**src/rtl/cv32e40p_fetch_fifo_ft.sv**
```systemverilog
// Parity-protected fetch FIFO between the instruction bus interface and the aligner.
// Registered output (no fall-through); per-pop parity reporting with a saturating error counter.
module cv32e40p_fetch_fifo_ft #(
  parameter int unsigned DEPTH     = 4,
  parameter int unsigned DATA_W    = 32,
  parameter int unsigned ERR_CNT_W = 8
) (
  input  logic                       clk,
  input  logic                       rst_n,
  input  logic                       flush_i,
  input  logic                       in_valid_i,
  output logic                       in_ready_o,
  input  logic [DATA_W-1:0]          in_rdata_i,
  input  logic [DATA_W-1:0]          inject_i,
  output logic                       out_valid_o,
  input  logic                       out_ready_i,
  output logic [DATA_W-1:0]          out_rdata_o,
  output logic [$clog2(DEPTH):0]     cnt_o,
  output logic                       parity_err_o,
  output logic [ERR_CNT_W-1:0]       err_count_o
);

  localparam int unsigned PTR_W = $clog2(DEPTH);
  localparam int unsigned CNT_W = PTR_W + 1;
  localparam logic [CNT_W-1:0] CNT_FULL = CNT_W'(DEPTH);

  logic [DATA_W-1:0]    mem_q [DEPTH];
  logic [DEPTH-1:0]     par_q;

  logic [PTR_W-1:0]     rptr_q, rptr_d;
  logic [PTR_W-1:0]     wptr_q, wptr_d;
  logic [CNT_W-1:0]     cnt_q, cnt_d;
  logic [ERR_CNT_W-1:0] err_cnt_q, err_cnt_d;

  logic push, pop;
  logic [DATA_W-1:0]    head_data;
  logic                 head_par;

  assign in_ready_o  = (cnt_q != CNT_FULL);
  assign out_valid_o = (cnt_q != '0);

  assign push = in_valid_i & in_ready_o & ~flush_i;
  assign pop  = out_valid_o & out_ready_i & ~flush_i;

  assign head_data = mem_q[rptr_q];
  assign head_par  = par_q[rptr_q];

  assign out_rdata_o  = out_valid_o ? head_data : '0;
  assign parity_err_o = out_valid_o & ((^head_data) != head_par);
  assign cnt_o        = cnt_q;
  assign err_count_o  = err_cnt_q;

  // Parity covers the clean word; the injection mask corrupts only the stored copy.
  always_ff @(posedge clk) begin
    if (rst_n && push) begin
      mem_q[wptr_q] <= in_rdata_i ^ inject_i;
      par_q[wptr_q] <= ^in_rdata_i;
    end
  end

  always_comb begin
    rptr_d    = rptr_q;
    wptr_d    = wptr_q;
    cnt_d     = cnt_q;
    err_cnt_d = err_cnt_q;

    if (flush_i) begin
      rptr_d = '0;
      wptr_d = '0;
      cnt_d  = '0;
    end else begin
      if (push) wptr_d = wptr_q + PTR_W'(1);
      if (pop)  rptr_d = rptr_q + PTR_W'(1);
      case ({push, pop})
        2'b10:   cnt_d = cnt_q + CNT_W'(1);
        2'b01:   cnt_d = cnt_q - CNT_W'(1);
        default: cnt_d = cnt_q;
      endcase
    end

    // Flush leaves the error history intact; only pops of corrupted words count.
    if (pop && parity_err_o && !(&err_cnt_q)) begin
      err_cnt_d = err_cnt_q + ERR_CNT_W'(1);
    end
  end

  always_ff @(posedge clk) begin
    if (!rst_n) begin
      rptr_q    <= '0;
      wptr_q    <= '0;
      cnt_q     <= '0;
      err_cnt_q <= '0;
    end else begin
      rptr_q    <= rptr_d;
      wptr_q    <= wptr_d;
      cnt_q     <= cnt_d;
      err_cnt_q <= err_cnt_d;
    end
  end

endmodule

```
**config.mk**
```make
export PLATFORM = sky130hd
export DESIGN_NAME = cv32e40p_fetch_fifo_ft
export DESIGN_NICKNAME = d
export VERILOG_FILES = /design/src/rtl/cv32e40p_fetch_fifo_ft.sv
export SDC_FILE = /design/constraint.sdc
export NUM_CORES = 1
export LEC_CHECK = 0
export BUFFER_PORTS_ARGS = -buffer_cell sky130_fd_sc_hd__buf_2
export CORE_UTILIZATION = 60
export CTS_CLUSTER_DIAMETER = 60
export DETAILED_ROUTE_END_ITERATION = 8
export PLACE_DENSITY = 0.92
export SLEW_MARGIN = 0
export SYNTH_ARGS = -nofsm -noshare
export SYNTH_HDL_FRONTEND = slang
export SYNTH_SLANG_ARGS = --single-unit
```
**constraint.sdc**
```tcl
create_clock -name clk -period 5.15 [get_ports clk]
set_input_delay 1.545 -clock clk [delete_from_list [all_inputs] [get_ports clk]]
set_output_delay 1.545 -clock clk [all_outputs]
set_load 0.02 [all_outputs]
```
# Word-level counts from Yosys, hierarchy flattened
# Memory sizes are Yosys's and may differ from the RTL's. A register that Yosys moved wholly into a read port is not among the register bits.
# Cells that the tools add are included.
# classes
add_sub_neg	5
multipliers	0
n_div	0
order_cmp	3
n_eq_ne	4
n_shift	0
n_mux	11
n_bitwise	8
reduce_logical	11
# op_table
cell	count
32-bit XOR reduction	2
32-bit 2-to-1 mux	1
32-bit XOR	1
8-bit by 1-bit adder with 8-bit output (second input constant)	1
8-bit AND reduction	1
2-bit by 3-bit less-than comparator with 1-bit output (second input constant)	2
3-bit one-hot mux with 2 select lines	1
1-bit bitwise AND	5
2-bit by 1-bit adder with 2-bit output (second input constant)	2
4-bit bitwise mux	1
1-bit logical AND	4
1-bit 2-to-1 mux	4
2-bit 2-to-1 mux	2
3-bit by 1-bit adder with 3-bit output (second input constant)	1
3-bit != test (second input constant)	1
3-bit nonzero test	1
3-bit by 1-bit subtractor with 3-bit output (second input constant)	1
1-bit binary-select mux with 2-bit select	1
1-bit demux with 2-bit select	1
2-bit by 1-bit == test with 1-bit output (second input constant)	1
2-bit == test (second input constant)	1
2-bit by 1-bit >= comparator with 1-bit output (second input constant)	1
1-bit inverter	2
2-bit nonzero test	1
other kinds (3)	3
# totals
reg_bits	19
latch_bits	0
ram_bits	128
mem_bits_ro	0
in_bits	69
output_inout_bits	46
elab_cells	48
n_memories	1
# mem_list
name	depth	word_bits	read_ports	rd_clocked_by_memory_dff	write_ports	line	text
mem_q	4	32	1	1	1	27	logic [DATA_W-1:0] mem_q [DEPTH];

# Depth between registers and ports, before layout
# Gate-level depths: netlist (run 1).
# depth
word_depth	6
depth_mapped	11
depth_no_buf	10

# Worst setup path before layout (run 1)
# No wires, ideal clock.
# synth_path
path_kind	reg-to-output
from	register with a tool-made name
to	output parity_err_o
t_arrival_ns	2.542
required_ns	3.605
setup_slack_ns	1.063
stages_incl_launch_ff	10
path_buffers	2
cell_sequence	dfxtp_1 buf_6 buf_12 mux4_1 xnor2_1 xnor2_1 xnor2_1 xnor3_2 xnor2_2 nor2_1
# synth_rtl
element	line	text
end, declared	19	output logic parity_err_o,

==> reports/metrics.cfg, run 1 <==
[pwr]
internal-power_mw = 2.306
peakVddDrop_uv = 274.8
clockPowerShare_pct = 42.1
powerDensity_nw_per_um2 = 369.0
p_leak_nw = 2.928
seq_power_share_pct = 45.7
totalPowerFinal_mw = 2.997
switchingPower_uw = 690.6
p_sw_share_pct = 23.04
power_frac_comb_pct = 12.1

[routing]
vias = 3964
dr.pass1.iters = 4
vias_per_cell = 5.787
wl_mm = 14.24
wire_per_inst_um = 20.78
drt_iter0_drc = 341
postRouteAntennaNets = 0
drc = 0

[worst_setup_path]
path_max_fanout = 10
worst-endpoint-arrival_ps = 3510
start_kind = flip-flop
critPathCaptureType = primary output
rrSetupSlack_ps = 1740
cp.required_ps = 3610
worst-setup-path-type = reg -> out

[floorplanning]
die_w_um = 108.1
fp.dieH_um = 108.1
die_area_um2 = 11690
design.core.area_um2 = 10890
start_util_pct = 62.08
rows = 38
num_io_pins = 115

[sta]
period_share_pct = 98.24
hold_violations = 0
worst_pin_slew_ps = 928.5
fin_worst_skew_ps = 7.359
fmax_ghz = 0.1976
min_period_ps = 5060
relSlewSlack_pct = 38.10
setup_viol = 0
tns_ps = 0
slew_violations = 0
whs_ps = 491.6
rsz0062_at_grt = false

[final_layout]
area_growth_pct = 20.16
final_nets = 609
drive_above_1_share_pct = 33.94
mostFrequentLayoutCells = edfxtp_1, buf_2, xnor2_1, xor2_1, nor2b_1
diodes = 0
final_area_um2 = 8122
final_common_cell = edfxtp_1

[cts]
clk_path_buf_depth = 2
numCtsBuffers = 17
cts.sinks = 149
insertion_delay_ps = 540
ctsRootBufferMaster = clkbuf_8
cts.htree.levels = 4
holdBufCountCts = 0
cts_tree = done
clk_pin_slew_ps = 60

[placed_design]
detailed_place_hpwl_mm = 9.005
gp_congestion = 0.7897
portBuffers = 114
dpl-instance-area_um2 = 7482

[global_routing]
antenna_found_initial = 0
grt_pass1_vias = 4041
grt_remaining_overflow = 0
grt_use_total_pct = 26.42
grt_max_degree = 36
grt_pass1_wl_mm = 21.50

[logic_synthesis]
syn_area_per_cell_um2 = 16.77
ys_ff_latch = 149
synth_nets = 479
ys_seq_area_share_pct = 63.68
synth.cell_area_um2 = 6759
yosys_warnings = 0
postSynthCellCount = 403
ys_types = 36

[min_path]
hold_class = reg -> reg

[flow_run]
maxCapViolCount = 0

[run_status]
status = finished clean

-- synthesized netlist by cell type --
master,n,share of area (%)
buf_2,2,0.15
nor2b_1,32,3.0
mux2i_1,6,0.89
nand2_1,12,0.67
nor4_1,1,0.093
inv_1,7,0.39
xnor2_1,55,7.1
xnor3_2,1,0.35
nand4_1,1,0.093
and3b_1,1,0.13
o21ai_0,2,0.15
buf_6,2,0.33
buf_12,2,0.59
ha_1,6,1.1
mux4_1,10,3.9
and2_1,4,0.37
xor2_1,42,5.4
a21oi_1,3,0.22
xnor2_2,1,0.24
edfxtp_1,132,59
nor3b_1,4,0.44
nand2b_1,6,0.56
fa_1,1,0.30
a21boi_1,1,0.11
buf_4,1,0.11
nor2_1,10,0.56
clkbuf_1,5,0.28
o31ai_1,1,0.11
mux4_2,23,7.7
or3_1,1,0.093
dfxtp_1,17,5.0
nor3_1,2,0.15
and3_1,2,0.19
nand3_1,5,0.37
or2_2,1,0.093
or4_1,1,0.11
-- power by group through the flow --
stage | clock (mW) | combinational, mW | sequential [mW]
floorplan | 0 | 0.228 | 1.39
global placement | 0 | 0.334 | 1.39
detailed placement | 0 | 0.351 | 1.40
CTS | 1.27 | 0.363 | 1.37
global route | 1.32 | 0.388 | 1.37
finish | 1.26 | 0.364 | 1.37
-- worst paths after layout --
check                                     from        endpoint  cells past startpoint
worst max-delay path                 flip-flop    parity_err_o                     10
worst min-delay path            err_count_o[4]  err_count_o[4]                      2
worst max register to register       flip-flop  err_count_o[7]                     10
worst min register to register  err_count_o[4]  err_count_o[4]                      2
-- repair_timing --
item                       4_1_cts  5_1_grt
buffers inserted                 2        0
gates resized for setup          1        2
setup endpoints to repair        1        1
hold endpoints to repair         0        0
-- kinds of logic (layout without fill, tap and decap cells) --
family / count (synthesis) / count (layout) / synth area share [%]
AOI/OAI and AO/OA: 7 / 7 / 0.5924
adders and majority gates: 7 / 7 / 1.407
muxes: 39 / 39 / 12.44
buffers and inverters: 19 / 161 / 1.851
xor gates and xnor gates: 99 / 99 / 13.16
DFF: 149 / 149 / 63.68
and+or+nand+nor: 83 / 83 / 6.868
-- worst max-delay path, stage by stage (launching register included) --
cell     delay [ps]
dfxtp_4         400
buf_4           200
mux4_1          620
xnor2_1         240
xnor2_1         120
xnor2_1         280
xnor3_2         440
xnor2_2         160
buf_4           200
nor2_1          120
buf_2           200
-- registers in the layout, indices dropped and copies added, names as in the netlist, named ones only --
| signal | count |
|---|---|
| cnt_o | 3 |
| err_count_o | 8 |
| mem_q | 128 |
| par_q | 4 |
| rptr_q | 2 |
| wptr_q | 2 |
-- area by class of cell --
type	count	area, µm²
Sequential cell	149	4309
Clock inverter	11	175.2
Clock buffer	20	425.4
Timing Repair Buffer	123	663.1
Multi-Input combinational cell	235	2347
Fill cell	591	2766
Tap cell	140	175.2
Inverter	7	26.28
-- routing by layer --
metal	track usage, %	routed length, µm	share of wire, %	vias up
met4	15.07	550	3.9	0
met3	6.510	913	6.4	41
met2	44.63	7597	53	200
met5	0	0	0	-
met1	30.91	5174	36	1969
li1	-	-	-	1754
-- per-stage QoR --
| stage | setup WS, ps | std cells | util [%] |
|---|---|---|---|
| 4_1_cts | 37.55 | 685 | 74.51 |
| 5_1_grt | 14.31 | 685 | 74.59 |
| 2_1_floorplan | 1063 | 403 | - |
| 6_report | 90.39 | 685 | 74.59 |
| 3_5_place_dp | 498.2 | 652 | 68.72 |
| 3_3_place_gp | 568.5 | 652 | 68.72 |
(Power assumes the default switching activity.)
==> run 2, diff against run 1 <==
==> constraint.sdc (replaced) <==
create_clock -name clk -period 5.15 [get_ports clk]
set_input_delay 0.2575 -clock clk [delete_from_list [all_inputs] [get_ports clk]]
set_output_delay 0.2575 -clock clk [all_outputs]
set_load 0.02 [all_outputs]
==> run 2 against run 1 <==
Clock power fell by 10%. Non-clock buffer count fell by 6. Clock skew rose by 0.56 ps. Maximum frequency rose by 15%. Critical path depth fell by 1. Routed wire length fell by 2.8%.
==> reports/metrics.cfg, run 2 (synthesized netlist as in run 1, its figures left out) <==
[sta]
setup_viol = 0  ; unchanged
worst_slack_ps = 756.1  ; +665.7 ps
fmax_ghz = 0.2276  ; +15%
tns_ps = 0  ; unchanged
relSlewSlack_pct = 33.04  ; -5.1 points
slew_violations = 0  ; unchanged
fin_worst_skew_ps = 7.914  ; +0.5552 ps
period_share_pct = 85.32  ; -13 points
hold_violations = 0  ; unchanged
rsz0062_at_grt = false
worst_pin_slew_ps = 1003  ; +74.44 ps
min_period_ps = 4394  ; -665.7 ps

[final_layout]
final_common_cell = edfxtp_1
largest_reg_flops = 128  ; unchanged
final_area_um2 = 7974  ; -1.8%
area_growth_pct = 17.97
mostFrequentLayoutCells = edfxtp_1, buf_2, xnor2_1, xor2_1, nor2b_1
top_register = mem_q
drive_above_1_share_pct = 32.28  ; -1.7 points
diodes = 0  ; unchanged
final_nets = 603  ; -0.99%

[cts]
insertion_delay_ps = 520  ; -20 ps
cts.sinks = 149  ; unchanged
cts_tree = done
ctsRootBufferMaster = clkbuf_8
cts_setup_buffers = 0  ; -2
clk_pin_slew_ps = 60  ; about the same
cts.htree.levels = 4  ; unchanged
numCtsBuffers = 17  ; unchanged
holdBufCountCts = 0  ; unchanged
cts.repair.resized = 0  ; -1
clk_path_buf_depth = 2  ; unchanged

[placed_design]
gp_congestion = 0.7933  ; +0.46%
dpl-instance-area_um2 = 7440  ; -0.57%
portBuffers = 114  ; unchanged
place_ws_ps = 1431  ; +932.5 ps
detailed_place_hpwl_mm = 9.085  ; +0.89%

[routing]
vias_per_cell = 5.641  ; -2.5%
drt_iter0_drc = 279  ; -18%
dr.pass1.iters = 4  ; unchanged
drc = 0  ; unchanged
postRouteAntennaNets = 0  ; unchanged
vias = 3830  ; -3.4%
wl_mm = 13.84  ; -2.8%
wire_per_inst_um = 20.38  ; -1.9%

[pwr]
internal-power_mw = 2.179  ; -5.5%
clockPowerShare_pct = 39.8  ; -2.3 points
seq_power_share_pct = 48.3  ; +2.6 points
power_frac_comb_pct = 11.9  ; -0.2 points
p_leak_nw = 2.852  ; -2.6%
totalPowerFinal_mw = 2.839  ; -5.3%
switchingPower_uw = 660.6  ; -4.3%
peakVddDrop_uv = 272.3  ; -0.91%
powerDensity_nw_per_um2 = 356.1  ; -3.5%
p_sw_share_pct = 23.27  ; +0.22 points

[floorplanning]
rows = 38  ; unchanged
num_io_pins = 115  ; unchanged
die_area_um2 = 11690  ; unchanged
start_util_pct = 62.08  ; unchanged
design.core.area_um2 = 10890  ; unchanged
fp.dieH_um = 108.1  ; unchanged
die_w_um = 108.1  ; unchanged

[run_status]
status = finished clean

[min_path]
hold_class = in -> reg
hp-start = in_valid_i

[worst_setup_path]
rrSetupSlack_ps = 1260  ; -480 ps
path_max_fanout = 19  ; +9
critPathCaptureType = primary output
worst-endpoint-arrival_ps = 4140  ; +630 ps
worst-setup-path-type = reg -> out
cp.required_ps = 4890  ; +1280 ps
start_kind = flip-flop

[global_routing]
grt_max_degree = 36  ; unchanged
grt_use_total_pct = 25.72  ; -0.70 points
antenna_found_initial = 0  ; unchanged
grt_remaining_overflow = 0  ; unchanged
grt_pass1_vias = 4047  ; +0.15%
grt_pass1_wl_mm = 21.03  ; -2.2%

[flow_run]
maxCapViolCount = 0  ; unchanged

==> run 2: power groups by stage <==
| stage | clock network [mW] | registers [mW] | logic (mW) |
|---|---|---|---|
| after floorplan | 0 | 1.39 | 0.228 |
| after global placement | 0 | 1.39 | 0.313 |
| after detailed placement | 0 | 1.40 | 0.333 |
| after CTS | 1.14 | 1.37 | 0.341 |
| after global routing | 1.18 | 1.37 | 0.364 |
| final | 1.13 | 1.37 | 0.339 |
==> run 2: path summary, 6_finish.rpt <==
check	end	cells after the start
worst max-delay path	parity_err_o	9
worst min-delay path	wptr_q[1]	3
worst max register to register	err_count_o[7]	9
worst min register to register	err_count_o[4]	2
==> run 2: layer usage <==
| layer | vias up | part of all wire [%] | track usage, % |
|---|---|---|---|
| met5 | - | 0 | 0 |
| met4 | 0 | 3.4 | 13.70 |
| met3 | 39 | 6.2 | 7.294 |
| met2 | 178 | 51 | 41.72 |
| met1 | 1866 | 39 | 31.42 |
| li1 | 1747 | - | - |
==> run 2: cell type report <==
type / instances / area, µm²
clock buffer: 18 / 417.9
clock inverter: 13 / 116.4
fill: 648 / 2914
inverter: 7 / 26.28
multi-input combinational: 235 / 2340
sequential: 149 / 4305
tap: 140 / 175.2
timing repair buffer: 117 / 593.1
==> run 2: worst max-delay path, cell delays in order (launching register included) <==
cell and delay [ps]:
dfxtp_1 970, buf_4 390, mux4_1 410, xnor2_1 270
xnor2_1 130, xnor2_1 290, xnor3_2 420, xnor2_2 400
nor2_1 130, buf_2 190
==> run 2: per-stage QoR <==
| step | utilization (%) | hold slack (ps) | std cells |
|---|---|---|---|
| floorplan | - | 413.2 | 403 |
| global placement | 68.33 | 462.9 | 648 |
| detailed placement | 68.33 | 481.1 | 648 |
| CTS | 73.24 | 9.981 | 679 |
| global route | 73.24 | 33.96 | 679 |
| finish | 73.24 | 23.61 | 679 |
==> run 3, diff against run 2 <==
--- a/config.mk
+++ b/config.mk
@@ -5,11 +5,14 @@
 export SDC_FILE = /design/constraint.sdc
 export NUM_CORES = 1
 export LEC_CHECK = 0
+export ABC_CLOCK_PERIOD_IN_PS = 5150
 export BUFFER_PORTS_ARGS = -buffer_cell sky130_fd_sc_hd__buf_2
-export CORE_UTILIZATION = 60
+export CELL_PAD_IN_SITES_DETAIL_PLACEMENT = 1
+export CELL_PAD_IN_SITES_GLOBAL_PLACEMENT = 1
+export CORE_UTILIZATION = 51
 export CTS_CLUSTER_DIAMETER = 60
 export DETAILED_ROUTE_END_ITERATION = 8
-export PLACE_DENSITY = 0.92
+export PLACE_DENSITY = 0.95
 export SLEW_MARGIN = 0
 export SYNTH_ARGS = -nofsm -noshare
 export SYNTH_HDL_FRONTEND = slang
==> run 3 against run 2 <==
First-iteration DRC count decreased by 22%. Worst hold slack improved by 90 ps. Power up 5.5%. Setup slack improved by 360 ps. Via count grew 1.8%. Critical path depth unchanged.
==> reports/metrics.cfg, run 3 (synthesized netlist as in run 1, its figures left out) <==
[sta]
setup_viol = 0  ; unchanged
hold_violations = 0  ; unchanged
worst_pin_slew_ps = 1032  ; +28.82 ps
fmax_ghz = 0.2479  ; +8.9%
whs_ps = 114.0  ; +90.39 ps
slew_violations = 0  ; unchanged
period_share_pct = 78.33  ; -7.0 points
tns_ps = 0  ; unchanged
fin_worst_skew_ps = 11.28  ; +3.365 ps
rsz0062_at_grt = false
relSlewSlack_pct = 31.12  ; -1.9 points
min_period_ps = 4034  ; -360.0 ps

[floorplanning]
num_io_pins = 115  ; unchanged
start_util_pct = 52.91  ; -9.2 points
design.core.area_um2 = 12770  ; +17%
die_w_um = 117.1  ; +8.3%
fp.dieH_um = 117.1  ; +8.3%
die_area_um2 = 13720  ; +17%
rows = 41  ; +7.9%

[cts]
cts.sinks = 149  ; unchanged
cts_tree = done
numCtsBuffers = 17  ; unchanged
ctsRootBufferMaster = clkbuf_16
cts.htree.levels = 4  ; unchanged
clk_path_buf_depth = 2  ; unchanged
insertion_delay_ps = 420  ; -100 ps
holdBufCountCts = 0  ; unchanged
cts_setup_buffers = 0  ; unchanged
clk_pin_slew_ps = 60  ; about the same
cts.repair.resized = 0  ; unchanged

[routing]
vias = 3898  ; +1.8%
drt_iter0_drc = 217  ; -22%
wl_mm = 16.45  ; +19%
postRouteAntennaNets = 0  ; unchanged
dr.pass1.iters = 4  ; unchanged
vias_per_cell = 5.475  ; -2.9%
wire_per_inst_um = 23.11  ; +13%
drc = 0  ; unchanged

[placed_design]
gp_congestion = 0.7447  ; -6.1%
portBuffers = 114  ; unchanged
detailed_place_hpwl_mm = 11.00  ; +21%

[worst_setup_path]
critPathCaptureType = primary output
start_kind = flip-flop
worst-setup-path-type = reg -> out
cp_slowest_cell = dfxtp_2
path_max_fanout = 24  ; +5
critPathMaxStageDelay_ps = 910  ; -60 ps
worst-endpoint-arrival_ps = 3780  ; -360 ps
cp_common_cell = xnor2_1
path_cells = buf_4 > mux4_2 > xor2_1 > xnor2_1 > xnor2_1 > xnor3_2 > xnor2_2 > nor2_1 > buf_2
rrSetupSlack_ps = 1390  ; +130 ps
r2r.worst_path.cells = 9  ; unchanged
cp.required_ps = 4890  ; about the same

[global_routing]
grt.busiest_layer = met2
grt_use_met3_pct = 7.518  ; +0.22 points
antenna_found_initial = 0  ; unchanged
grt_pass1_vias = 4348  ; +7.4%
grt_use_total_pct = 26.64  ; +0.92 points
grt_remaining_overflow = 0  ; unchanged
grt_max_degree = 35  ; -2.8%
use_met2_pct = 47.06  ; +5.3 points
grtUsageMet1_pct = 31.12  ; -0.30 points
grt_pass1_wl_mm = 25.06  ; +19%

[min_path]
hold_depth = 3  ; unchanged
hold_class = in -> reg

[final_layout]
drive_above_1_share_pct = 32.41  ; +0.13 points
largest_reg_flops = 128  ; unchanged
register_area_um2 = 4305  ; unchanged
multi_input_area_um2 = 2340  ; unchanged
final_common_cell = edfxtp_1
diodes = 0  ; unchanged
n_fill_cell = 1184  ; +83%
final_nets = 603  ; unchanged
top_register = mem_q
area_growth_pct = 19.51
mostFrequentLayoutCells = edfxtp_1, buf_2, xnor2_1, xor2_1, nor2b_1

[pwr]
p_leak_nw = 2.885  ; +1.1%
powerDensity_nw_per_um2 = 370.8  ; +4.1%
peakVddDrop_uv = 211.4  ; -22%

[run_status]
status = finished clean

[flow_run]
maxCapViolCount = 0  ; unchanged

run 3: final timing paths:
kind / from / to
min reg2reg: err_count_o[4] / err_count_o[4]
min: in_valid_i / wptr_q[1]
max reg2reg: flip-flop / err_count_o[7]
max: flip-flop / parity_err_o
run 3: area by class of cell:
class | count | area share (%)
flip-flops and latches | 149 | 53.30
multi-input cells | 235 | 28.97
repair buffers | 117 | 7.342
clock buffers | 21 | 5.452
well taps | 172 | 2.664
clock inverters | 11 | 1.952
inverters | 7 | 0.3253
run 3: per-layer routing:
layer | routed length, µm | vias to the layer above
met1 | 6614 | 2000
met4 | 392 | 0
li1 | - | 1740
met2 | 8731 | 131
met5 | 0 | -
met3 | 716 | 27
run 3: per-stage QoR:
step	instances	utilization, %	setup WS [ps]	instance area, µm²	power, mW
2_1_floorplan	403	-	2219	6759	1.622
5_1_grt	712	63.24	804.6	8078	3.077
4_1_cts	712	63.24	1020	8078	3.008
6_report	712	63.24	1116	8078	2.995
3_5_place_dp	680	58.56	1390	7480	1.742
3_3_place_gp	680	58.56	1595	7480	1.712
run 3: report_power, final:
| group | switching, mW | total (mW) | internal, mW |
|---|---|---|---|
| registers | 0.00683 | 1.37 | 1.37 |
| logic | 0.205 | 0.345 | 0.140 |
| clock network | 0.474 | 1.28 | 0.804 |
| total | 0.686 | 3.00 | 2.31 |
run 3: worst max-delay path, delay by kind of cell (launching register included):
| family | cells | cell delay, ps |
|---|---|---|
| xor+xnor | 5 | 1270 |
| flops | 1 | 910 |
| mux | 1 | 570 |
| buf+inv | 2 | 530 |
| simple gates | 1 | 70 |
